`src/rtl/clksw_requester.sv`:
```
// clksw_requester
//   Initiator side of the CPU clock-switch handshake. Converts a per-cycle
//   "fast clock wanted" request into a stable hsclk_sel level. It holds the
//   CPU while a switch is pending. It waits out a hysteresis period before
//   dropping back to the slow clock. It flags switches that never complete.
//   Everything runs on the free-running reference clock clk_in.
//
// Ports
//   clk_in          free-running reference clock, rising edge
//   rst             synchronous active-high reset
//   en              1 = fast switching permitted, 0 = force/hold slow clock
//   hs_req          decoder wants the fast clock this cycle
//   hsclk_selected  switch status (asynchronous to clk_in)
//   lsclk_selected  switch status (asynchronous to clk_in)
//   hsclk_sel       registered request level to the clock switch
//   stall           hold the CPU while a switch is pending (combinational)
//   hs_active       registered, 1 only in HS_RUN
//   timeout_err     sticky transition-timeout flag, cleared only by rst
//   state_o         00 LS_RUN, 01 TO_HS, 10 HS_RUN, 11 TO_LS

module clksw_requester #(
  parameter int SYNC_STAGES = 2,   // >= 2
  parameter int HOLD_CYCLES = 16,  // 1..255
  parameter int TIMEOUT     = 255  // 1..255
) (
  input  logic       clk_in,
  input  logic       rst,
  input  logic       en,
  input  logic       hs_req,
  input  logic       hsclk_selected,
  input  logic       lsclk_selected,
  output logic       hsclk_sel,
  output logic       stall,
  output logic       hs_active,
  output logic       timeout_err,
  output logic [1:0] state_o
);

  typedef enum logic [1:0] {
    LS_RUN = 2'b00,
    TO_HS  = 2'b01,
    HS_RUN = 2'b10,
    TO_LS  = 2'b11
  } state_t;

  localparam logic [7:0] TMO_LAST  = 8'(TIMEOUT - 1);
  localparam logic [7:0] HOLD_LAST = 8'(HOLD_CYCLES - 1);

  state_t                 state_q, state_d;
  logic [7:0]             tcount_q, tcount_d;  // cycles spent in a transition state
  logic [7:0]             dcount_q, dcount_d;  // consecutive idle cycles in HS_RUN
  logic                   err_set;
  logic [SYNC_STAGES-1:0] hs_chain, ls_chain;
  logic                   hs_sync, ls_sync;

  // Status synchronisers. The chains are cleared on reset so that no stale
  // status sampled before reset can complete a handshake afterwards.
  always_ff @(posedge clk_in) begin
    // NOTE: clocked blocks use non-blocking assignments only, so every flop
    // samples the pre-edge value of the flop ahead of it in the chain.
    if (rst) begin
      hs_chain <= '0;
      ls_chain <= '0;
    end else begin
      hs_chain <= {hs_chain[SYNC_STAGES-2:0], hsclk_selected};
      ls_chain <= {ls_chain[SYNC_STAGES-2:0], lsclk_selected};
    end
  end

  assign hs_sync = hs_chain[SYNC_STAGES-1];
  assign ls_sync = ls_chain[SYNC_STAGES-1];

  // State register plus registered outputs. hsclk_sel and hs_active decode
  // the next state, so each output is a clean flop that is constant within
  // a state and changes only on a transition.
  always_ff @(posedge clk_in) begin
    if (rst) begin
      state_q     <= LS_RUN;
      tcount_q    <= '0;
      dcount_q    <= '0;
      hsclk_sel   <= 1'b0;
      hs_active   <= 1'b0;
      timeout_err <= 1'b0;
    end else begin
      state_q     <= state_d;
      tcount_q    <= tcount_d;
      dcount_q    <= dcount_d;
      hsclk_sel   <= (state_d == TO_HS) || (state_d == HS_RUN);
      hs_active   <= (state_d == HS_RUN);
      timeout_err <= timeout_err | err_set;
    end
  end

  // Next-state logic.
  always_comb begin
    // NOTE: every signal written here gets a default first, so no path
    // leaves it unassigned and no latch is inferred.
    state_d  = state_q;
    tcount_d = tcount_q;
    dcount_d = dcount_q;
    err_set  = 1'b0;

    case (state_q)
      LS_RUN: begin
        if (en && hs_req) begin
          state_d  = TO_HS;
          tcount_d = '0;
        end
      end

      TO_HS: begin
        // Losing en aborts the switch even if it completes this cycle.
        if (!en) begin
          state_d  = TO_LS;
          tcount_d = '0;
        end else if (hs_sync && !ls_sync) begin
          state_d  = HS_RUN;
          dcount_d = '0;
        end else if (tcount_q == TMO_LAST) begin
          err_set  = 1'b1;
          state_d  = TO_LS;
          tcount_d = '0;
        end else begin
          tcount_d = tcount_q + 8'd1;
        end
      end

      HS_RUN: begin
        if (!en) begin
          state_d  = TO_LS;
          tcount_d = '0;
        end else if (hs_req) begin
          dcount_d = '0;
        end else if (dcount_q == HOLD_LAST) begin
          state_d  = TO_LS;
          tcount_d = '0;
        end else if (dcount_q != 8'hFF) begin
          dcount_d = dcount_q + 8'd1;
        end
      end

      TO_LS: begin
        // There is no escape from TO_LS except the slow status: the CPU
        // must not run on a clock the switch may still be changing.
        if (ls_sync && !hs_sync) begin
          state_d = LS_RUN;
        end else if (tcount_q == TMO_LAST) begin
          err_set = 1'b1;
        end else begin
          tcount_d = tcount_q + 8'd1;
        end
      end

      default: state_d = LS_RUN;
    endcase
  end

  // Combinational outputs.
  always_comb begin
    stall   = 1'b0;
    state_o = state_q;
    if (!rst) begin
      stall = (state_q == TO_HS) || (state_q == TO_LS) ||
              ((state_q == LS_RUN) && en && hs_req);
    end
  end

endmodule

```
`config.mk`:
```
export PLATFORM = sky130hd
export DESIGN_NAME = clksw_requester
export DESIGN_NICKNAME = d
export VERILOG_FILES = /design/src/rtl/clksw_requester.sv
export SDC_FILE = /design/constraint.sdc
export NUM_CORES = 1
export LEC_CHECK = 0
export BUFFER_PORTS_ARGS = -buffer_cell sky130_fd_sc_hd__buf_4
export CAP_MARGIN = 15
export CORE_MARGIN = 5
export CORE_UTILIZATION = 25
export CTS_CLUSTER_SIZE = 40
export DETAILED_ROUTE_END_ITERATION = 6
export PLACE_DENSITY = 0.5
export REMOVE_ABC_BUFFERS = 1
export SYNTH_ARGS = -nofsm -noshare
export SYNTH_HDL_FRONTEND = slang
export SYNTH_SLANG_ARGS = --single-unit
```
`constraint.sdc`:
```
create_clock -name clk_in -period 5.5 [get_ports clk_in]
set_input_delay 1.1 -clock clk_in [delete_from_list [all_inputs] [get_ports clk_in]]
set_output_delay 1.1 -clock clk_in [all_outputs]
set_load 0.02 [all_outputs]
```
==> impl_metrics.py, run 1 <==
metrics = {
    "synth": {
        "synth.area.top_cells": "dfxtp_1, a31oi_1, nand2b_1",
        "synth_top_area_cell": "dfxtp_1",
        "syn_area_mm2": 0.00143,
        "ys_seq_area_share_pct": 35.0,
        "ys.flop_type": "dfxtp_1",
        "async_reset_ff_share_pct": 0,
        "synth_top_area_share_pct": 35.0,
        "yosys_warnings": 0,
        "synth_enable_flop_cells": 0,
        "synth.avg_cell_area_um2": 8.56,
        "ys_types": 48,
        "syn_inst": 167,
        "ys_ff_latch": 25,
    },
    "sta": {
        "slew_headroom_pct": 30.2,
        "period_needed_ns": 2.84,
        "fin_crit_sh_pct": 51.6,
        "tightest_slew_ns": 1.04,
        "maxSlewViolCount": 0,
        "hold_slack_ns": 0.441,
        "finClkSkew_ns": 0.00100,
        "setup_viol_count_final": 0,
        "finalSetupTns_ns": 0,
        "hold_viol": 0,
        "timing.fmax_ghz": 0.352,
        "rsz0062_at_grt": "false",
    },
    "setup_path": {
        "r2r_cells": 4,
        "r2r_start": "state_o[1]$_SDFF_PP0_",
        "cpPeakStageDelay_ns": 0.17,
        "crit_top_cell": "buf_4",
        "r2r_end": "dcount_q[0]$_SDFFE_PP0P_",
        "slowest_stage": "buf_4",
        "path_cells": "buf_4, nand3b_1, a21oi_1, buf_4",
        "cp.required_ns": 4.40,
        "cp-end-kind": "primary output",
        "crit_buf_inv": 2,
        "critPathLaunchType": "primary input",
        "path_max_fanout": 11,
        "crit_arrival_ns": 1.74,
        "path_class": "primary input to primary output",
        "critical_path.top_delay_family": "buffers and inverters",
        "r2r_slack_ns": 3.18,
    },
    "floorplan": {
        "dieArea_mm2": 0.00733,
        "core-area_mm2": 0.00554,
        "die_height_um": 85.6,
        "ios": 12,
        "num_rows": 27,
        "start_util_pct": 25.8,
        "dieWidth_um": 85.6,
    },
    "route": {
        "ant_nets": 0,
        "wl_um": 3510,
        "avgViaCountPerCell": 5.24,
        "drc": 0,
        "dr.first_iter.drc_count": 76,
        "drt-pass1-iter-count": 4,
        "num_vias": 1290,
        "wl_per_cell_um": 14.3,
    },
    "worst_hold_path": {
        "hp-start": "hs_chain[0]$_SDFF_PP0_",
        "hold_depth": 1,
        "hold_path_end": "hs_chain[1]$_SDFF_PP0_",
        "min_path_type": "flop to flop",
    },
    "placed_design": {
        "place_congestion": 0.765,
        "portBuffers": 11,
        "detailed_place_hpwl_um": 2420,
        "place_inst": 242,
    },
    "finish": {
        "insertedDiodeCount": 0,
        "fillers": 622,
        "final_cell_mix": "dfxtp_1, nand3_1, a31oi_1",
        "fin_cells": 246,
        "mostFrequentLayoutCell": "dfxtp_1",
        "nets": 185,
        "synthToLayoutAreaGrowth_pct": 13.0,
        "drive_above_1_share_pct": 12.1,
    },
    "clock_network": {
        "cts.repair.resized": 0,
        "cts_sinks": 25,
        "postCtsSetupBuffers": 0,
        "cts_root_buffer": "clkbuf_8",
        "cts_buffers": 3,
        "cts_tree": "done",
        "clkLatencyLatePin_ns": 0.27,
        "cts.htree.levels": 1,
        "ctsHoldBuffers": 0,
        "cts_buffer_depth": 2,
        "clkTransAtPathRegs_ns": 0.09,
    },
    "power": {
        "p_sw_mw": 0.0964,
        "p_seq_share_pct": 54.1,
        "p_clk_share_pct": 32.6,
        "internal_power_mw": 0.257,
        "combPwrFrac_pct": 13.3,
        "leakage_nw": 0.520,
        "peakVddDrop_mv": 0.0795,
        "switching_share_pct": 27.3,
        "p_per_area_mw_per_mm2": 219,
    },
    "global_routing": {
        "grt_overflow": 0,
        "grt_max_degree": 24,
        "grt_pass1_vias": 1203,
        "antenna_found_initial": 0,
        "grt_pass1_wl_um": 5830,
        "grt.total_usage_pct": 9.79,
    },
    "outcome": {
        "outcome": "complete, no violations",
    },
    "job": {
        "cap_violations": 0,
    },
}
## cell families (layout without fill, tap and decap cells)
logic type	Yosys count	after routing	share of synthesized area (%)
buf+inv	18	25	4.81
fa+ha+maj	4	4	3.50
compound gates	49	49	25.9
mux	1	1	0.701
simple gates	70	70	30.0
flops	25	25	35.0
## worst max path at each step
stage                start                       end  slack [ns]  depth (start not counted)
finish                  en                     stall        2.66                          4
global route            en                     stall        2.61                          4
CTS                     en                     stall        2.66                          4
detailed placement  hs_req  tcount_q[4]$_SDFFE_PP0P_        2.60                          5
global placement    hs_req  tcount_q[7]$_SDFFE_PP0P_        2.61                          5
floorplan           hs_req                     stall        2.82                          2
## power by group through the flow
stage / Combinational, mW / Clock (mW) / Sequential [mW]
2_1_floorplan: 0.0253 / 0 / 0.197
3_3_place_gp: 0.0474 / 0 / 0.195
3_5_place_dp: 0.0474 / 0 / 0.195
4_1_cts: 0.0474 / 0.119 / 0.191
5_1_grt: 0.0518 / 0.124 / 0.192
6_report: 0.0469 / 0.115 / 0.191
## synthesized netlist by cell type, drive strengths merged, types with 2 or more instances
master,number
ha,4
nand2,8
nand4,4
and4,4
buf,2
a311oi,2
a31oi,12
clkbuf,6
nand3,12
nor3,2
inv,10
a211o,2
a22oi,2
nand3b,2
a211oi,3
o211ai,4
nor2b,7
dfxtp,25
o311ai,3
and3,4
a221oi,2
nand2b,10
nor2,5
o21ai,3
or4,5
a21oi,9
## metal layers
layer | vias up | GRT usage, % | share of wire [%]
met1 | 609 | 13.4 | 49
met4 | 0 | 3.88 | 1.0
li1 | 654 | - | -
met2 | 25 | 15.3 | 46
met3 | 2 | 1.63 | 4.0
met5 | - | 0 | 0
## area by class of cell
class	count	area, um^2	share of cell area [%]
Clock buffer	4	45.0	2.79
Multi-Input combinational cell	124	860	53.2
Sequential cell	25	500	31.0
Tap cell	72	90.1	5.58
Timing Repair Buffer	11	82.6	5.11
Inverter	10	37.5	2.32
## metrics by stage
step	power, mW	instance area (um^2)	utilization [%]	worst slack (ns)
floorplan	0.223	1400	-	2.82
global placement	0.243	1570	28.3	2.61
detailed placement	0.243	1570	28.3	2.60
CTS	0.357	1620	29.2	2.66
global route	0.368	1620	29.2	2.61
finish	0.353	1620	29.2	2.66
## registers in the layout (all words and copies together), names as in the netlist
name and count:
timeout_err 1, state_o 2, ls_chain 2, tcount_q 8, hsclk_sel 1, hs_active 1
dcount_q 8, hs_chain 2
Power figures use the tool's default switching activity.
==> run 2, diff against run 1 <==
clock period = 3 ns   (was 5.5 ns; I/O delays follow)
==> impl_metrics.py, run 2 (same netlist as run 1, synthesis figures left out) <==
metrics = {
    "clock_network": {
        "cts_sinks": 25,
        "cts.htree.levels": 1,
        "cts.repair.resized": 0,
        "ctsHoldBuffers": 0,
        "cts_buffer_depth": 2,
        "cts_tree": "done",
        "postCtsSetupBuffers": 0,
        "clkTransAtPathRegs_ns": 0.09,
        "cts_buffers": 3,
        "clkLatencyLatePin_ns": 0.27,
        "cts_root_buffer": "clkbuf_8",
    },
    "floorplan": {
        "start_util_pct": 25.8,
        "ios": 12,
        "die_height_um": 85.6,
        "dieWidth_um": 85.6,
        "dieArea_mm2": 0.00733,
        "num_rows": 27,
        "core-area_mm2": 0.00554,
    },
    "global_routing": {
        "grt_overflow": 0,
        "grt_busiest_layer": "met1",
        "met2_usage_pct": 14.1,
        "grt.total_usage_pct": 10.1,
        "met3_usage_pct": 1.63,
        "grt_pass1_wl_um": 5990,
        "grt_max_degree": 24,
        "antenna_found_initial": 0,
        "grt_pass1_vias": 1194,
        "met1_usage_pct": 15.1,
    },
    "sta": {
        "maxSlewViolCount": 0,
        "fin_crit_sh_pct": 73.2,
        "hold_viol": 0,
        "period_needed_ns": 2.19,
        "tightest_slew_ns": 0.831,
        "rsz0062_at_grt": "false",
        "finClkSkew_ns": 0.00276,
        "setup_viol_count_final": 0,
        "slew_headroom_pct": 44.3,
        "timing.fmax_ghz": 0.456,
        "finalSetupTns_ns": 0,
    },
    "worst_hold_path": {
        "hold_depth": 1,
        "min_path_type": "flop to flop",
    },
    "setup_path": {
        "cp.required_ns": 3.14,
        "path_max_fanout": 10,
        "crit_arrival_ns": 2.34,
        "cp-end-kind": "flop",
        "r2r_cells": 5,
        "critPathLaunchType": "flop",
        "path_class": "flop to flop",
    },
    "finish": {
        "insertedDiodeCount": 0,
        "nets": 188,
        "fillers": 612,
        "synthToLayoutAreaGrowth_pct": 14.6,
        "largest_registers": "dcount_q: 8 flops, tcount_q: 8 flops",
        "mostFrequentLayoutCell": "dfxtp_1",
        "drive_above_1_share_pct": 13.6,
        "final_cell_mix": "dfxtp_1, buf_4, nand3_1, a31oi_1, nand2b_1",
        "fin_cells": 249,
    },
    "route": {
        "num_vias": 1301,
        "drc": 0,
        "ant_nets": 0,
        "wl_um": 3550,
        "drt-pass1-iter-count": 4,
        "dr.first_iter.drc_count": 91,
        "avgViaCountPerCell": 5.22,
        "wl_per_cell_um": 14.3,
    },
    "power": {
        "peakVddDrop_mv": 0.168,
        "leakage_nw": 0.536,
        "p_per_area_mw_per_mm2": 393,
    },
    "placed_design": {
        "detailed_place_hpwl_um": 2430,
        "place_congestion": 0.792,
        "portBuffers": 11,
        "place_inst": 245,
    },
    "job": {
        "cap_violations": 0,
    },
    "outcome": {
        "outcome": "complete, no violations",
    },
}
run 2: cell count changes in the layout (fill, tap and decap cells not counted):
| cell | change |
|---|---|
| buf_4 | +3 |
run 2: area by class of cell:
cell class	instances	area [um^2]	share of cell area [%]
Tap cell	72	90.1	5.50
Inverter	10	37.5	2.29
Multi-Input combinational cell	124	860	52.5
Sequential cell	25	500	30.6
Clock buffer	4	45.0	2.75
Timing Repair Buffer	14	105	6.42
run 2: final timing paths:
check | start | to | slack, ns
max reg2reg | dcount_q[0]$_SDFFE_PP0P_ | tcount_q[3]$_SDFFE_PP0P_ | 0.81
min | hs_chain[0]$_SDFF_PP0_ | hs_chain[1]$_SDFF_PP0_ | 0.44
max | dcount_q[0]$_SDFFE_PP0P_ | tcount_q[3]$_SDFFE_PP0P_ | 0.81
min reg2reg | hs_chain[0]$_SDFF_PP0_ | hs_chain[1]$_SDFF_PP0_ | 0.44
run 2: worst max-delay path, cell delays in order, from the launching register on:
cell,delay (ns)
dfxtp_1,0.40
ha_1,0.22
nand3_1,0.34
or4_4,0.55
a211oi_4,0.42
a31oi_1,0.14
run 2: report_power, final:
group,internal [mW],switching (mW),leakage (nW)
clock,0.0950,0.109,0.0228
sequential,0.340,0.0104,0.203
combinational,0.0376,0.0515,0.310
total,0.473,0.171,0.536
run 2: per-stage QoR:
stage	hold slack [ns]	instance area [um^2]	worst slack, ns	power [mW]	utilization (%)
after floorplan	0.414	1400	0.888	0.408	-
after global placement	0.421	1590	0.620	0.449	28.7
after detailed placement	0.425	1590	0.578	0.448	28.7
after CTS	0.449	1640	0.820	0.658	29.6
after global routing	0.476	1640	0.678	0.680	29.6
final	0.444	1640	0.805	0.644	29.6
run 2: layer usage:
layer	wire length, um	vias to the layer above
met5	0	-
met4	61	0
li1	-	664
met2	1490	32
met3	148	4
met1	1850	601
==> run 3, diff against run 2 <==
ABC_AREA = 1   (was not set)
clock period = 2.2 ns   (was 3 ns; I/O delays follow)
==> impl_metrics.py, run 3 <==
metrics = {
    "sta": {
        "setup_viol_count_final": 0,
        "timing.fmax_ghz": 0.535,
        "tightest_slew_ns": 0.315,
        "period_needed_ns": 1.87,
        "maxSlewViolCount": 0,
        "fin_crit_sh_pct": 85.0,
        "slew_headroom_pct": 78.9,
        "rsz0062_at_grt": "false",
        "hold_viol": 0,
        "finClkSkew_ns": 0.00412,
        "finalSetupTns_ns": 0,
    },
    "finish": {
        "fillers": 672,
        "largest_registers": "dcount_q: 8 flops, tcount_q: 8 flops",
        "mostFrequentLayoutCell": "nand2_1",
        "insertedDiodeCount": 0,
        "drive_above_1_share_pct": 11.7,
        "final_cell_mix": "nand2_1, nor2_1, inv_1",
        "synthToLayoutAreaGrowth_pct": 13.0,
        "nets": 268,
        "design_area_mm2": 0.00171,
    },
    "route": {
        "wl_per_cell_um": 9.77,
        "drt-pass1-iter-count": 4,
        "wl_um": 3240,
        "drc": 0,
        "avgViaCountPerCell": 4.29,
        "dr.first_iter.drc_count": 40,
        "ant_nets": 0,
        "num_vias": 1424,
    },
    "floorplan": {
        "ios": 12,
        "dieArea_mm2": 0.00770,
        "start_util_pct": 25.7,
        "dieWidth_um": 87.8,
        "core-area_mm2": 0.00589,
        "num_rows": 28,
        "die_height_um": 87.8,
    },
    "outcome": {
        "outcome": "complete, no violations",
    },
    "setup_path": {
        "path_cells": "inv_1, nand2_4, inv_2, a211oi_1, buf_4",
        "crit_buf_inv": 3,
        "crit_arrival_ns": 1.43,
        "path_max_fanout": 7,
        "critPathLaunchType": "flop",
        "cp-end-kind": "primary output",
        "cpPeakStageDelay_ns": 0.43,
        "path_class": "flop to primary output",
        "slowest_stage": "dfxtp_1",
        "cp-startpoint": "state_o[0]$_SDFF_PP0_",
        "r2r_start": "dcount_q[0]$_SDFFE_PP0P_",
        "critical_path.top_delay_family": "flip-flops",
        "cp.required_ns": 1.76,
    },
    "synth": {
        "async_reset_ff_share_pct": 0,
        "ys_ff_latch": 25,
        "yosysMostFrequentCell": "nand2_1",
        "syn_area_mm2": 0.00151,
        "synth_top_area_cell": "dfxtp_1",
        "yosys_warnings": 0,
        "ys_types": 25,
        "ys_seq_area_share_pct": 33.1,
        "syn_inst": 245,
        "synth.avg_cell_area_um2": 6.17,
        "netlist_top_cells_count": "nand2_1, nor2_1, inv_1",
        "synth.area.top_cells": "dfxtp_1, nand2_1, nor2_1",
        "ys.flop_type": "dfxtp_1",
        "synth_enable_flop_cells": 0,
        "synth_top_area_share_pct": 33.1,
    },
    "clock_network": {
        "cts.repair.resized": 0,
        "clkTransAtPathRegs_ns": 0.09,
        "postCtsSetupBuffers": 0,
        "cts_tree": "done",
        "cts.htree.levels": 1,
        "cts_buffers": 3,
        "clkLatencyLatePin_ns": 0.27,
        "cts_sinks": 25,
        "cts_buffer_depth": 2,
        "cts_root_buffer": "clkbuf_8",
        "ctsHoldBuffers": 0,
    },
    "global_routing": {
        "grt_pass1_wl_um": 5800,
        "grt.total_usage_pct": 9.31,
        "antenna_found_initial": 0,
        "grt_overflow": 0,
        "grt_max_degree": 19,
        "grt_pass1_vias": 1332,
    },
    "placed_design": {
        "portBuffers": 11,
        "place_congestion": 0.763,
        "detailed_place_hpwl_um": 2400,
        "dpl_cell_area_mm2": 0.00166,
    },
    "worst_hold_path": {
        "min_path_type": "primary input to flop",
        "hp-start": "hsclk_selected",
    },
    "job": {
        "cap_violations": 0,
    },
    "power": {
        "p_per_area_mw_per_mm2": 552,
        "leakage_nw": 0.729,
        "peakVddDrop_mv": 0.197,
    },
}
==> run 3: worst reg2reg max path, cell delays in order, from the launching register on <==
cell,delay (ns)
dfxtp_1,0.38
ha_1,0.17
nand2_1,0.09
nor2_2,0.14
inv_1,0.07
nor2_1,0.14
nor2_1,0.09
nor2_4,0.29
nand2_1,0.09
nand2_1,0.07
inv_1,0.04
nor2_1,0.08
==> run 3: layer usage <==
metal / wire length [um] / vias up / track usage [%]
met4: 31 / 0 / 2.37
met3: 114 / 4 / 2.73
met5: 0 / - / 0
li1: - / 781 / -
met2: 1450 / 17 / 15.8
met1: 1650 / 622 / 11.6
==> run 3: final cells by class <==
| type | instances | area [um^2] | share of cell area (%) |
|---|---|---|---|
| clock buffer | 3 | 41.3 | 2.42 |
| sequential | 25 | 500 | 29.3 |
| multi-input combinational | 178 | 838 | 49.1 |
| tap | 75 | 93.8 | 5.49 |
| timing repair buffer | 11 | 82.6 | 4.84 |
| clock inverter | 1 | 5.00 | 0.293 |
| inverter | 39 | 146 | 8.57 |
==> run 3: cells by family after synthesis <==
| logic type | synth area share, % |
|---|---|
| AO/OA/AOI/OAI | 8.36 |
| adder cells (fa/ha/maj) | 3.31 |
| buffers and inverters | 11.4 |
| flip-flops | 33.1 |
| AND/OR/NAND/NOR | 43.8 |
==> run 3: power by group <==
| part | total (mW) | switching, mW | internal (mW) | leakage [nW] |
|---|---|---|---|---|
| clock network | 0.284 | 0.157 | 0.127 | 0.0255 |
| logic | 0.172 | 0.111 | 0.0616 | 0.500 |
| registers | 0.486 | 0.0158 | 0.470 | 0.203 |
| total | 0.942 | 0.283 | 0.659 | 0.729 |
==> run 3: metrics by stage <==
stage          utilization, %  setup WS (ns)  total power [mW]  hold slack [ns]  std cells
6_report                 29.0          0.329             0.942            0.361        332
5_1_grt                  29.0          0.129              1.01            0.369        332
4_1_cts                  29.0          0.280             0.962            0.352        332
3_5_place_dp             28.2          0.505             0.671            0.402        328
3_3_place_gp             28.2          0.503             0.672            0.393        328
2_1_floorplan               -          0.424             0.616            0.388        242
==> run 3: final timing paths <==
check                                                end  slack, ns  cells after the start
worst min register to register    ls_chain[1]$_SDFF_PP0_       0.41                      2
worst max register to register  tcount_q[7]$_SDFFE_PP0P_       0.50                     11
worst max-delay path                               stall       0.33                      5
worst min-delay path              hs_chain[0]$_SDFF_PP0_       0.36                      3
